--- src/rtl/seq_gen_if.sv ---
// Frame request / serial stream bundle between a stimulus master and seq_gen.
// The master drives the request side; the generator drives status and the stream.
interface seq_gen_if #(
   parameter int DW = 8
) ();
   logic                  start;
   logic [DW-1:0]         din;
   logic [$clog2(DW):0]   len;
   logic                  ready;
   logic                  A;
   logic                  a_vld;
   logic                  done;
   logic                  busy;

   modport master (output start, din, len, input ready, A, a_vld, done, busy);
   modport slave  (input start, din, len, output ready, A, a_vld, done, busy);
endinterface

--- src/rtl/seq_gen.sv ---
// Serial frame generator: captures a word on start and shifts len bits out on A,
// followed by GAP idle bit-times, feeding the sequence detectors.
module seq_gen #(
   parameter int DW        = 8,
   parameter int GAP       = 2,
   parameter int MSB_FIRST = 1
) (
   input logic      clk,
   input logic      rst_n,
   seq_gen_if.slave bus
);

   localparam int LW = $clog2(DW) + 1;
   localparam int GW = (GAP > 1) ? $clog2(GAP + 1) : 1;
   localparam logic [LW-1:0] DW_L     = LW'(DW);
   localparam logic [GW-1:0] GAP_LAST = GW'((GAP > 0) ? GAP - 1 : 0);

   typedef enum logic [1:0] {
      S_IDLE  = 2'd0,
      S_SHIFT = 2'd1,
      S_GAP   = 2'd2
   } state_t;

   state_t        state_r;
   state_t        state_nxt_s;
   logic [DW-1:0] sh_r;
   logic [DW-1:0] sh_nxt_s;
   logic [LW-1:0] cnt_r;
   logic [LW-1:0] cnt_nxt_s;
   logic [GW-1:0] gcnt_r;
   logic [GW-1:0] gcnt_nxt_s;
   logic          a_r;
   logic          a_nxt_s;
   logic          vld_r;
   logic          vld_nxt_s;
   logic          done_r;
   logic          done_nxt_s;
   logic          ready_r;
   logic          busy_r;

   logic [LW-1:0] len_eff_s;
   logic [DW-1:0] aligned_s;
   logic [DW-1:0] load_s;
   logic          first_s;
   logic          nbit_s;
   logic [DW-1:0] sh_shift_s;
   logic          accept_s;

   assign accept_s = bus.start && (state_r == S_IDLE);

   // Load path: clamp len, left-align MSB-first payloads so the first bit sits at DW-1.
   always_comb begin
      if ((bus.len == {LW{1'b0}}) || (bus.len > DW_L)) begin
         len_eff_s = DW_L;
      end else begin
         len_eff_s = bus.len;
      end
      if (MSB_FIRST != 0) begin
         aligned_s  = bus.din << (DW_L - len_eff_s);
         first_s    = aligned_s[DW-1];
         load_s     = aligned_s << 1;
         nbit_s     = sh_r[DW-1];
         sh_shift_s = sh_r << 1;
      end else begin
         aligned_s  = bus.din;
         first_s    = bus.din[0];
         load_s     = bus.din >> 1;
         nbit_s     = sh_r[0];
         sh_shift_s = sh_r >> 1;
      end
   end

   // State register plus registered outputs and datapath.
   always_ff @(posedge clk or negedge rst_n) begin
      if (!rst_n) begin
         state_r <= S_IDLE;
         sh_r    <= {DW{1'b0}};
         cnt_r   <= {LW{1'b0}};
         gcnt_r  <= {GW{1'b0}};
         a_r     <= 1'b0;
         vld_r   <= 1'b0;
         done_r  <= 1'b0;
         ready_r <= 1'b1;
         busy_r  <= 1'b0;
      end else begin
         state_r <= state_nxt_s;
         sh_r    <= sh_nxt_s;
         cnt_r   <= cnt_nxt_s;
         gcnt_r  <= gcnt_nxt_s;
         a_r     <= a_nxt_s;
         vld_r   <= vld_nxt_s;
         done_r  <= done_nxt_s;
         ready_r <= (state_nxt_s == S_IDLE);
         busy_r  <= (state_nxt_s != S_IDLE);
      end
   end

   // Next-state logic; cnt_r holds the bits still to send after the one on A.
   always_comb begin
      state_nxt_s = S_IDLE;
      case (state_r)
         S_IDLE: begin
            if (accept_s) begin
               state_nxt_s = S_SHIFT;
            end else begin
               state_nxt_s = S_IDLE;
            end
         end
         S_SHIFT: begin
            if (cnt_r != {LW{1'b0}}) begin
               state_nxt_s = S_SHIFT;
            end else if (GAP == 0) begin
               state_nxt_s = S_IDLE;
            end else begin
               state_nxt_s = S_GAP;
            end
         end
         S_GAP: begin
            if (gcnt_r == {GW{1'b0}}) begin
               state_nxt_s = S_IDLE;
            end else begin
               state_nxt_s = S_GAP;
            end
         end
         default: state_nxt_s = S_IDLE;
      endcase
   end

   // Next values of the registered outputs, shifter and counters.
   always_comb begin
      a_nxt_s    = 1'b0;
      vld_nxt_s  = 1'b0;
      done_nxt_s = 1'b0;
      sh_nxt_s   = sh_r;
      cnt_nxt_s  = cnt_r;
      gcnt_nxt_s = gcnt_r;
      case (state_r)
         S_IDLE: begin
            if (accept_s) begin
               a_nxt_s   = first_s;
               vld_nxt_s = 1'b1;
               sh_nxt_s  = load_s;
               cnt_nxt_s = len_eff_s - LW'(1);
            end else begin
               sh_nxt_s  = sh_r;
            end
         end
         S_SHIFT: begin
            if (cnt_r != {LW{1'b0}}) begin
               a_nxt_s   = nbit_s;
               vld_nxt_s = 1'b1;
               sh_nxt_s  = sh_shift_s;
               cnt_nxt_s = cnt_r - LW'(1);
            end else begin
               done_nxt_s = 1'b1;
               sh_nxt_s   = {DW{1'b0}};
               gcnt_nxt_s = GAP_LAST;
            end
         end
         S_GAP: begin
            if (gcnt_r != {GW{1'b0}}) begin
               gcnt_nxt_s = gcnt_r - GW'(1);
            end else begin
               gcnt_nxt_s = {GW{1'b0}};
            end
         end
         default: begin
            sh_nxt_s   = {DW{1'b0}};
            cnt_nxt_s  = {LW{1'b0}};
            gcnt_nxt_s = {GW{1'b0}};
         end
      endcase
   end

   assign bus.A     = a_r;
   assign bus.a_vld = vld_r;
   assign bus.done  = done_r;
   assign bus.ready = ready_r;
   assign bus.busy  = busy_r;

endmodule
--- src/flat_wrapper.sv ---
// flat-port wrapper written by rule: the top's interface ports become plain ports
module seq_gen_flat 
#(
   parameter int DW        = 8,
   parameter int GAP       = 2,
   parameter int MSB_FIRST = 1
)
  (clk, rst_n, bus_start, bus_din, bus_len, bus_ready, bus_A, bus_a_vld, bus_done, bus_busy);
  seq_gen_if #(.DW(DW)) bus_i ();
  input logic clk;
  input logic rst_n;
  input wire logic [$bits(bus_i.start)-1:0] bus_start;
  input wire logic [$bits(bus_i.din)-1:0] bus_din;
  input wire logic [$bits(bus_i.len)-1:0] bus_len;
  output wire logic [$bits(bus_i.ready)-1:0] bus_ready;
  output wire logic [$bits(bus_i.A)-1:0] bus_A;
  output wire logic [$bits(bus_i.a_vld)-1:0] bus_a_vld;
  output wire logic [$bits(bus_i.done)-1:0] bus_done;
  output wire logic [$bits(bus_i.busy)-1:0] bus_busy;
  assign bus_i.start = bus_start;
  assign bus_i.din = bus_din;
  assign bus_i.len = bus_len;
  assign bus_ready = bus_i.ready;
  assign bus_A = bus_i.A;
  assign bus_a_vld = bus_i.a_vld;
  assign bus_done = bus_i.done;
  assign bus_busy = bus_i.busy;
  seq_gen #(.DW(DW), .GAP(GAP), .MSB_FIRST(MSB_FIRST)) u_core (.clk(clk), .rst_n(rst_n), .bus(bus_i));
endmodule
--- config.mk ---
export PLATFORM = sky130hd
export DESIGN_NAME = seq_gen_flat
export DESIGN_NICKNAME = d
export VERILOG_FILES = /design/src/rtl/seq_gen_if.sv /design/src/rtl/seq_gen.sv /design/src/flat_wrapper.sv
export SDC_FILE = /design/constraint.sdc
export NUM_CORES = 1
export LEC_CHECK = 0
export CAP_MARGIN = 0
export CORE_MARGIN = 2
export CORE_UTILIZATION = 47
export DETAILED_ROUTE_END_ITERATION = 7
export PLACE_DENSITY = 0.73
export SETUP_SLACK_MARGIN = 0.15
export SYNTH_ARGS = -nofsm -noshare
export SYNTH_HDL_FRONTEND = slang
export SYNTH_SLANG_ARGS = --single-unit
--- constraint.sdc ---
create_clock -name clk -period 1.6 [get_ports clk]
set_input_delay 0.16 -clock clk [delete_from_list [all_inputs] [get_ports clk]]
set_output_delay 0.16 -clock clk [all_outputs]
set_load 0.02 [all_outputs]
==> results of run 1 <==
through the flow:
stage	std cells	TNS (ns)
after floorplan	117	-0.121
after global placement	184	-3.34
after detailed placement	184	-4.28
after CTS	201	-0.0535
after global routing	204	-0.613
final	204	-0.0399
flip-flops by register name (all words and copies together), names as in the netlist:
signal and flops:
u_core.cnt_r 4, u_core.bus.done 1, u_core.bus.a_vld 1, u_core.state_r 2, u_core.bus.busy 1, u_core.sh_r 7, u_core.bus.ready 1, u_core.gcnt_r 2
u_core.bus.A 1
what timing repair did:
item	4_1_cts	5_1_grt
pin swaps	16	9
gates resized for setup	31	24
buffers inserted	13	3
hold endpoints to repair	0	0
setup endpoints to repair	15	18
layout make-up:
class	instances	area, µm²	area share [%]
inverters	11	48.8	2.43
clock buffers	3	22.5	1.12
clock inverters	1	30.0	1.50
repair buffers	57	512	25.5
well taps	30	37.5	1.87
multi-input cells	82	856	42.6
flip-flops and latches	20	502	25.0
worst paths after layout:
check	start	to	slack [ns]	cells past startpoint
max	u_core.state_r[0]	u_core.sh_r[5]	-0.02	7
min	rst_n	u_core.bus.busy	0.17	2
max reg2reg	u_core.state_r[0]	u_core.sh_r[5]	-0.02	7
min reg2reg	u_core.sh_r[7]	u_core.bus.A	0.51	2
max in group asynchronous	rst_n	u_core.bus.ready	1.17	2
min in group clk	bus_len[3]	u_core.cnt_r[3]	0.38	5
per-layer routing:
metal  part of all wire, %  GRT usage, %
met5                     0             0
met4                   3.0          10.5
met3                   5.1          6.98
met2                    54          42.9
met1                    38          26.8
power breakdown:
part	internal [mW]	switching (mW)
registers	0.702	0.153
clock network	0.254	0.168
logic	1.12	0.929
total	2.08	1.25
placed cells by master (no fill, tap or decap), drive strengths merged, types with 3 or more instances in the layout:
cell type / count
a22o: 6
nand2: 7
mux4: 3
dfrtp: 19
clkdlybuf4s50: 11
buf: 40
a21oi: 5
inv: 10
dlymetal6s2s: 3
ha: 6
nor2: 5
nor3: 3
mux2i: 10
o31ai: 3
o21ai: 7
nor2b: 4
clkbuf: 4
cell families after synthesis:
logic type	Yosys count	share of synthesized area, %
and+or+nand+nor	28	12.7
buffers and inverters	15	5.58
AOI/OAI and AO/OA	32	18.6
adders and majority gates	6	5.98
muxes	14	14.2
xor gates and xnor gates	2	2.89
DFF	20	39.9
==> results.json, run 1 <==
{
  "outcome": "finished with violations",
  "violations": "setup timing",
  "grt_pass1_vias": 1270,
  "cts_buffers": 3,
  "wl_per_cell_um": 18.5,
  "vias": 1200,
  "routed_via_density": 5.88,
  "grt_max_degree": 21,
  "synthArstFlopShare_pct": 100,
  "rsz0062_at_grt": "true",
  "drive_gt1_share_pct": 47.7,
  "clock_latency_ns": 0.31,
  "cp.buffers_inverters": 2,
  "ios": 20,
  "drt-initial-drc-count": 36,
  "die_width_um": 55.7,
  "drv_cap": 0,
  "syn_inst": 117,
  "fillers": 138,
  "grtUsageTotal_pct": 24.2,
  "postCtsHoldBufs": 0,
  "required_ns": 1.80,
  "ys_top_cells_by_count": "dfrtp_1, mux2i_1, inv_1, nand2_1",
  "crit_chain": "buf_6 > ha_4 > nand2b_1 > a21oi_2 > buf_4 > a21boi_1 > a221o_1",
  "peakVddDrop_v": 0.00151,
  "nets": 196,
  "postRouteAntennaNets": 0,
  "synth_top_area_cell": "dfrtp_1",
  "clkSlewWorstSetupHoldPaths_ns": 0.12,
  "antenna_found_initial": 0,
  "detail_route.drc_violations": 0,
  "cp-start-kind": "flop",
  "final_area_um2": 2010,
  "p_total_mw": 3.33,
  "area_delta_synth_final_pct": 59.9,
  "hold_slack_ns": 0.167,
  "maxSlewViolCount": 0,
  "cts-root-buf": "clkbuf_4",
  "place_ws_ns": -0.517,
  "rows": 18,
  "dp_hpwl_mm": 2.31,
  "min_path_type": "in2async",
  "yosys_warnings": 0,
  "synth-edff-count": 0,
  "synth_cell_type_count": 43,
  "fp.dieH_um": 55.7,
  "fmax_ghz": 0.618,
  "seq_area_frac_synth_pct": 39.9,
  "syn_area_per_cell_um2": 10.7,
  "critPathTopFamily": "compound AO/OA/AOI/OAI gates",
  "path_class": "reg2reg",
  "die_area_um2": 3100,
  "core_um2": 2500,
  "synth_seq_cells": 20,
  "yosys_most_used_dff": "dfrtp_1",
  "final_util_pct": 80.3,
  "grt_overflow": 0,
  "yosys.area.top_type_share_pct": 37.8,
  "finalClockSkew_ns": 0.00108,
  "cts_tree": "yes",
  "cpPeakStageDelay_ns": 0.42,
  "p_leak_nw": 0.960,
  "cts_max_path_buffers": 2,
  "synth_area_um2": 1260,
  "critPathMaxFanout": 8,
  "relSlewSlack_pct": 73.8,
  "h-tree-depth": 1,
  "tightest_slew_ns": 0.393,
  "fin_crit_sh_pct": 101,
  "power_density_nw_per_um2": 1660,
  "placed_area_um2": 1660,
  "yosysMostFrequentCell": "dfrtp_1",
  "slowest_stage": "dfrtp_1",
  "drtPass1Iterations": 4,
  "hold_viol": 0,
  "grt_first_pass_wirelength_mm": 5.82,
  "fin_ws_ns": -0.0192,
  "synthTopCellsByArea": "dfrtp_1, mux2i_1, ha_1, mux4_2, a22o_1",
  "n_antenna_cell": 0,
  "setup_viol": 3,
  "port_buffers": 19,
  "syn_nets": 138,
  "worstPathArrival_ns": 1.82,
  "routed_wl_mm": 3.76,
  "end_kind": "flop",
  "clock-sinks": 20,
  "min_period_ns": 1.62,
  "start_util_pct": 50.3,
  "globalplace.congestion": 0.797
}
Note: power is estimated with default switching activity, not from simulation.
==> run 2: changes to the inputs <==
RECOVER_POWER = 100   (was not set)
SKIP_CTS_REPAIR_TIMING = 1   (was not set)
==> run 2 against run 1 <==
Compared with the run above: the flow still finishes with violations (setup timing); wire length down 12%; utilization down 7.4 points; combinational power down 23%; final cell count down 5.4%; sequential share of layout area up 2.6 points; total power down 14%; global-route usage down 3.1 points; via count down 6.8%; first-iteration DRC count down 56%; sequential power about the same.
==> results.json, run 2 (synthesized netlist as in run 1, its figures left out) <==
{
  "largest_reg_flops": 7,
  "fin_ws_ns": -0.0621,
  "most-common-layout-cells": "buf_4, dfrtp_1, clkdlybuf4s50_1, mux2i_1, inv_1",
  "peakVddDrop_v": 0.00145,
  "clkSlewWorstSetupHoldPaths_ns": 0.12,
  "required_ns": 1.79,
  "cts-root-buf": "clkbuf_4",
  "cpPeakStageDelay_ns": 0.42,
  "die_area_um2": 3100,
  "regMostFlops": "u_core.sh_r",
  "hold_depth": 5,
  "fmax_ghz": 0.602,
  "fin_crit_sh_pct": 104,
  "detail_route.drc_violations": 0,
  "outcome": "finished with violations",
  "drive_gt1_share_pct": 40.5,
  "cp-start-kind": "flop",
  "cts_buffers": 3,
  "antenna_found_initial": 0,
  "routed_wl_mm": 3.30,
  "grt_max_degree": 21,
  "path_class": "reg2reg",
  "p_total_mw": 2.86,
  "final_util_pct": 72.9,
  "end_kind": "flop",
  "h-tree-depth": 1,
  "nets": 185,
  "rsz0062_at_grt": "true",
  "power_density_nw_per_um2": 1570,
  "reg2reg_slack_ns": -0.06,
  "n_antenna_cell": 0,
  "relSlewSlack_pct": 28.2,
  "clock-sinks": 20,
  "dp_cells": 184,
  "p_leak_nw": 0.855,
  "hold_viol": 0,
  "grtUsageTotal_pct": 21.1,
  "placed_area_um2": 1660,
  "setup_viol": 7,
  "min_period_ns": 1.66,
  "reg2reg_to": "u_core.sh_r[4]",
  "globalplace.congestion": 0.797,
  "slowest_stage": "dfrtp_1",
  "grt_overflow": 0,
  "start_util_pct": 50.3,
  "area_delta_synth_final_pct": 45.1,
  "rr_startpoint": "u_core.cnt_r[3]",
  "min_to": "u_core.cnt_r[3]",
  "top_regs": "u_core.sh_r (7), u_core.cnt_r (4)",
  "final_common_cell": "buf_4",
  "final_area_um2": 1820,
  "maxSlewViolCount": 0,
  "cts_tree": "yes",
  "fin_cells": 193,
  "tightest_slew_ns": 1.08,
  "fp.dieH_um": 55.7,
  "routed_via_density": 5.79,
  "setup_tns_ns": -0.224,
  "core_um2": 2500,
  "drtPass1Iterations": 4,
  "rows": 18,
  "cts_max_path_buffers": 2,
  "dp_hpwl_mm": 2.31,
  "ios": 20,
  "grt_first_pass_wirelength_mm": 5.16,
  "drt-initial-drc-count": 16,
  "port_buffers": 19,
  "critPathTopFamily": "simple AND/OR/NAND/NOR gates",
  "worstPathArrival_ns": 1.85,
  "crit_chain": "nor4_2 > buf_4 > nor2_4 > and2_4 > a222oi_1 > inv_1",
  "min_path_type": "in2reg",
  "postRouteAntennaNets": 0,
  "die_width_um": 55.7,
  "cp.buffers_inverters": 2,
  "clock_latency_ns": 0.31,
  "min-delay-start": "bus_len[3]",
  "critPathMaxFanout": 4,
  "grt_pass1_vias": 1128,
  "reg2reg_depth": 6,
  "drv_cap": 0,
  "finalClockSkew_ns": 0.00377,
  "wl_per_cell_um": 17.1,
  "vias": 1118,
  "violations": "setup timing"
}
[run 2: worst min-delay path, stage by stage]
cell     delay, ns
buf_8         0.08
buf_4         0.12
o21ai_0       0.08
nand2_1       0.07
a32o_1        0.15
[run 2: cell type report]
type / count / area [µm²]
Clock inverter: 1 / 30.0
Timing Repair Buffer: 46 / 385
Inverter: 11 / 46.3
Clock buffer: 3 / 22.5
Tap cell: 30 / 37.5
Fill cell: 167 / 677
Multi-Input combinational cell: 82 / 798
Sequential cell: 20 / 503
[run 2: how the worst max path moves through the flow]
| stage | startpoint | endpoint | slack [ns] | depth (start not counted) |
|---|---|---|---|---|
| after floorplan | bus_len[0] | u_core.bus.A | -0.12 | 8 |
| after global placement | bus_len[3] | u_core.bus.A | -0.45 | 7 |
| after detailed placement | bus_len[0] | u_core.bus.A | -0.52 | 8 |
| after CTS | bus_len[0] | u_core.bus.A | -0.20 | 8 |
| after global routing | u_core.cnt_r[3] | u_core.sh_r[4] | -0.19 | 6 |
| final | u_core.cnt_r[3] | u_core.sh_r[4] | -0.06 | 6 |
[run 2: per-stage QoR]
step	setup slack, ns	hold WS, ns
floorplan	-0.121	-0.136
global placement	-0.449	0.472
detailed placement	-0.517	0.489
CTS	-0.203	0.177
global route	-0.189	0.385
finish	-0.0621	0.383
[run 2: layer usage]
layer  part of all wire, %  vias to the layer above  track usage (%)
met2                    52                       35             37.1
met5                     0                        -                0
met4                   3.2                        0             6.62
met3                   4.1                       14             6.28
met1                    40                      544             24.7
li1                      -                      525                -
[run 2: where the power goes]
| group | internal (mW) | switching (mW) | total, mW |
|---|---|---|---|
| Clock | 0.253 | 0.162 | 0.416 |
| Combinational | 0.802 | 0.781 | 1.58 |
| Sequential | 0.705 | 0.153 | 0.858 |
==> RTL change 1, RTL diff (settings of run 2) <==
`MSB_FIRST` is set to 1 in 2 places; all go to 0.
--- a/src/rtl/seq_gen.sv
+++ b/src/rtl/seq_gen.sv
@@ -4,5 +4,5 @@
    parameter int DW        = 8,
    parameter int GAP       = 2,
-   parameter int MSB_FIRST = 1
+   parameter int MSB_FIRST = 0
 ) (
    input logic      clk,
--- a/src/flat_wrapper.sv
+++ b/src/flat_wrapper.sv
@@ -4,5 +4,5 @@
    parameter int DW        = 8,
    parameter int GAP       = 2,
-   parameter int MSB_FIRST = 1
+   parameter int MSB_FIRST = 0
 )
   (clk, rst_n, bus_start, bus_din, bus_len, bus_ready, bus_A, bus_a_vld, bus_done, bus_busy);
Behaviour: not the same (Yosys sat finds a counterexample within 4 cycles, from zero or initial values and one cycle with rst_n low).
==> RTL change 1 against run 2 <==
Utilization down 3.2 points. Sequential share of layout area up 8.8 points. Synthesized area down 21%. Final area down 24%. Global-route usage down 0.91 points. Die area down 19%. Routed wire length down 29%. Power up 1.1%. Sequential cell count unchanged. Setup slack better by 0.084 ns. Critical path type unchanged. Critical endpoint is now u_core.cnt_r[1]. Largest cell class unchanged.
==> RTL change 1: results (changes against run 2) <==
- VDD IR max: 1.137 mV (was 1.453 mV)
- Clock Pin Slew Worst Setup and Hold Paths: 0.14 ns (was 0.12 ns)
- GRT Util Overall: 20.22% (was 21.13%)
- CTS max path bufs: 2 (unchanged)
- Vias in the first global route: 854 (was 1128)
- Synthesized area per cell: 10.47 um^2 (was 10.74 um^2)
- Dpl hpwl: 1622 um (was 2311 um)
- Commonest cells post-synth: dfrtp_1, o21ai_0, nand2_1, a21oi_1, a22oi_1 (was dfrtp_1, mux2i_1, inv_1, nand2_1)
- Distinct cells, synth: 27 (was 43)
- Top cells by area, synth: dfrtp_1, ha_1, o21ai_0 (was dfrtp_1, mux2i_1, ha_1)
- Drt total wl: 2336 um (was 3303 um)
- Post-Synth XOR/XNOR Area: 0.8805% (was 2.888%)
- Syn Nets: 115 (was 138)
- Arrival @ worst endpoint: 1.80 ns (was 1.85 ns)
- Min-Delay Path Class: input pin to asynchronous set/reset pin (was input pin to register)
- First-pass GRT wire length: 3843 um (was 5161 um)
- Outcome: finished, final reports clean (was finished, violations left)
- Drt first-iter violations: 7 (was 16)
- Layout fillers: 143 (was 167)
- Critical Path Fanout Max: 8 (was 4)
- Seq/Total Area, Yosys: 50.44% (was 39.94%)
- Largest net degree at the start of global routing: 15 (was 21)
- Vias: 847 (was 1118)
- Adder-Cell Fraction of Synth Area: 6.289% (was 5.976%)
- Largest family of logic cells by synthesized area: compound AO/OA/AOI/OAI gates (unchanged)
- Post-synthesis compound-gate area fraction: 24.28% (was 18.63%)
- Fraction of layout cells with a size suffix above 1: 23.39% (was 40.49%)
- Clk_skew: 0.01321 ns (was 0.003775 ns)
- Placed cells: 144 (was 184)
- DR vias/cell: 5.609 (was 5.793)
- Slew margin rel.: 50.67% (was 28.16%)
- Nets: 145 (was 185)
- Worst-skew pair later-pin latency: 0.31 ns (about the same)
- Mux share of post-synthesis cell area: 0% (was 14.24%)
- Placed cell areas: 1280 um^2 (was 1660 um^2)
- GPL Wtd Cong: 0.9239 (was 0.7969)
## RTL change 1: cell count changes after synthesis, sizes merged, moves of 3 or more
cell | run 2 | this run
o21ai | 7 | 11
mux2i | 10 | 0
a22oi | 2 | 6
mux4 | 3 | 0
nor3b | 0 | 3
inv | 10 | 5
nand2 | 7 | 10
## RTL change 1: worst max-delay path, cell delays in order, from the launching register on
cell	delay, ns
dfrtp_2	0.47
ha_4	0.21
buf_6	0.14
a21oi_4	0.16
ha_2	0.30
o31ai_2	0.20
## RTL change 1: through the flow
step	util, %	power (mW)	hold WS, ns	TNS, ns	setup WS, ns
finish	69.76	2.888	0.1613	0	0.02186
global route	69.76	3.084	0.1865	-0.08065	-0.03951
CTS	67.23	2.673	0.1363	-1.004	-0.1375
floorplan	-	1.800	-0.1356	0	0.1162
detailed placement	64.58	2.247	0.4764	-0.4288	-0.09313
global placement	64.58	2.190	0.4692	0	0.005051
## RTL change 1: layout make-up
cell class	instances	area, um^2	share of cell area [%]
inverter	5	18.77	1.357
multi-input combinational	66	528.0	38.19
clock buffer	3	22.52	1.629
tap	27	33.78	2.443
clock inverter	1	30.03	2.172
sequential	20	503.0	36.38
timing repair buffer	29	246.5	17.83
## RTL change 1: path summary, 6_finish.rpt
kind                                    from           endpoint  slack, ns  cells past startpoint
max                        u_core.state_r[0]    u_core.cnt_r[1]       0.02                      5
max reg2reg                u_core.state_r[0]    u_core.cnt_r[1]       0.02                      5
max in group asynchronous              rst_n  u_core.state_r[0]       0.43                      2
min in group clk                  bus_din[0]       u_core.bus.A       0.49                      2
min                                    rst_n       u_core.bus.A       0.16                      1
min reg2reg                   u_core.sh_r[2]     u_core.sh_r[2]       0.51                      2
## RTL change 1: metal layers
layer	part of all wire (%)	up-vias	GRT usage, %
met5	0	-	0
met4	1.7	0	4.167
met3	3.3	6	3.636
met2	52	19	35.75
met1	43	422	25.49
li1	-	400	-
## RTL change 1: power by group
group | switching, mW | internal [mW]
combinational | 0.829 | 0.733
clock | 0.175 | 0.253
sequential | 0.166 | 0.733
total | 1.17 | 1.72
## RTL change 1: kinds of logic (layout without fill, tap and decap cells)
| logic type | after synthesis | in the layout |
|---|---|---|
| AOI/OAI and AO/OA | 36 | 36 |
| xor gates and xnor gates | 1 | 1 |
| adders and majority gates | 5 | 5 |
| buffers and inverters | 9 | 38 |
| DFF | 20 | 20 |
| and+or+nand+nor | 24 | 24 |
==> RTL change 2, RTL diff (settings of run 2) <==
Made on the original files. Encoding of `state_t`: now one-hot (3 bits for 3 states).
--- a/src/rtl/seq_gen.sv
+++ b/src/rtl/seq_gen.sv
@@ -16,8 +16,8 @@
    localparam logic [GW-1:0] GAP_LAST = GW'((GAP > 0) ? GAP - 1 : 0);
 
-   typedef enum logic [1:0] {
-      S_IDLE  = 2'd0,
-      S_SHIFT = 2'd1,
-      S_GAP   = 2'd2
+   typedef enum logic [2:0] {
+      S_IDLE  = 3'b001,
+      S_SHIFT = 3'b010,
+      S_GAP   = 3'b100
    } state_t;
 
Formal check against the unedited RTL: same outputs for any inputs over 10 cycles, from zero or initial values and one cycle with rst_n low; not proved beyond that.
==> RTL change 2 against run 2 <==
Setup slack better by 0.10 ns. Power down 20%. Sequential cell count up 1. Maximum frequency up 6.5%. Synthesized area unchanged. Final area down 1.4%. Routed wire length down 6.5%. Worst hold slack better by 0.047 ns.
==> RTL change 2: results (changes against run 2) <==
- Outcome: finished, final reports clean (was finished, violations left)
- Largest net degree at the start of global routing: 22 (was 21)
- Post-Synthesis Cells: 135 (was 117)
- CTS max path bufs: 2 (unchanged)
- Dpl hpwl: 2332 um (was 2311 um)
- Setup crit start: u_core.state_r[0] (was u_core.cnt_r[3])
- Vias in the first global route: 1144 (was 1128)
- Fraction of layout cells with a size suffix above 1: 32.40% (was 40.49%)
- GPL Wtd Cong: 0.8263 (was 0.7969)
- DR vias/cell: 5.660 (was 5.793)
- Hold Crit Endpoint: u_core.bus.A (was u_core.cnt_r[3])
- Clock root buffer master: clkbuf_4 (unchanged)
- Seq/Total Area, Yosys: 42.03% (was 39.94%)
- Adder-Cell Fraction of Synth Area: 1.992% (was 5.976%)
- First-pass GRT wire length: 5099 um (was 5161 um)
- Placed cells: 199 (was 184)
- Critical Path Fanout Max: 6 (was 4)
- Final worst path period need: 1.560 ns (was 1.662 ns)
- R2R cell count: 7 (was 6)
- Placed cell areas: 1669 um^2 (was 1660 um^2)
- R2r setup slk: 0.04 ns (was -0.06 ns)
- Slew margin rel.: 24.65% (was 28.16%)
- Syn Nets: 152 (was 138)
- Drt total wl: 3089 um (was 3303 um)
- Arrival @ worst endpoint: 1.76 ns (was 1.85 ns)
- Commonest cells post-synth: dfrtp_1, nand2_1, nor2_1, o21ai_0, nand3_1 (was dfrtp_1, mux2i_1, inv_1, nand2_1)
- # H-tree levels: 1 (unchanged)
- Post-synthesis compound-gate area fraction: 18.33% (was 18.63%)
- Mux share of post-synthesis cell area: 9.363% (was 14.24%)
- Num CTS Buffers: 3 (unchanged)
- Vias: 1183 (was 1118)
- Worst-skew pair later-pin latency: 0.31 ns (about the same)
- Clock Pin Slew Worst Setup and Hold Paths: 0.13 ns
- Clk_skew: 0.005699 ns (was 0.003775 ns)
- GRT Util Overall: 20.23% (was 21.13%)
- Top cells by area, synth: dfrtp_1, nand2_1, dfstp_2 (was dfrtp_1, mux2i_1, ha_1)
- Hold Slack: 0.4298 ns (was 0.3825 ns)
- Distinct cells, synth: 38 (was 43)
- VDD IR max: 0.9095 mV (was 1.453 mV)
- Setup WS pre-CTS: -0.4944 ns (was -0.5168 ns)
- Post-Synth XOR/XNOR Area: 1.992% (was 2.888%)
- Crit path to: u_core.cnt_r[2] (was u_core.sh_r[4])
- Largest registers: u_core.sh_r: 7 flops, u_core.cnt_r: 4 flops, u_core.state_r: 3 flops (was u_core.sh_r: 7 flops, u_core.cnt_r: 4 flops)
- Leak: 0.8118 nW (was 0.8546 nW)
==> RTL change 2: routing by layer <==
metal,vias up,GRT usage [%],wire [um]
li1,576,-,-
met1,592,28.25,1487
met2,15,34.01,1536
met3,0,2.326,65
met4,0,3.833,0
met5,-,0,0
==> RTL change 2: cell type report <==
cell class                      instances  area, um^2
Inverter                                4       15.01
Clock inverter                          1       7.507
Timing Repair Buffer                   45       390.4
Sequential cell                        21       530.5
Multi-Input combinational cell        105       793.3
Clock buffer                            3       22.52
Tap cell                               30       37.54
Fill cell                             192       703.2
==> RTL change 2: critical path: stages, from the launching register on <==
cell and delay [ns]:
dfstp_2 0.63, nor3b_4 0.07, buf_4 0.14, a21oi_1 0.14, ha_2 0.22, nor2_1 0.05, o21ai_1 0.12, o21ai_1 0.08
==> RTL change 2: power breakdown <==
part,switching [mW],internal (mW)
combinational,0.573,0.579
clock,0.176,0.0951
sequential,0.149,0.712
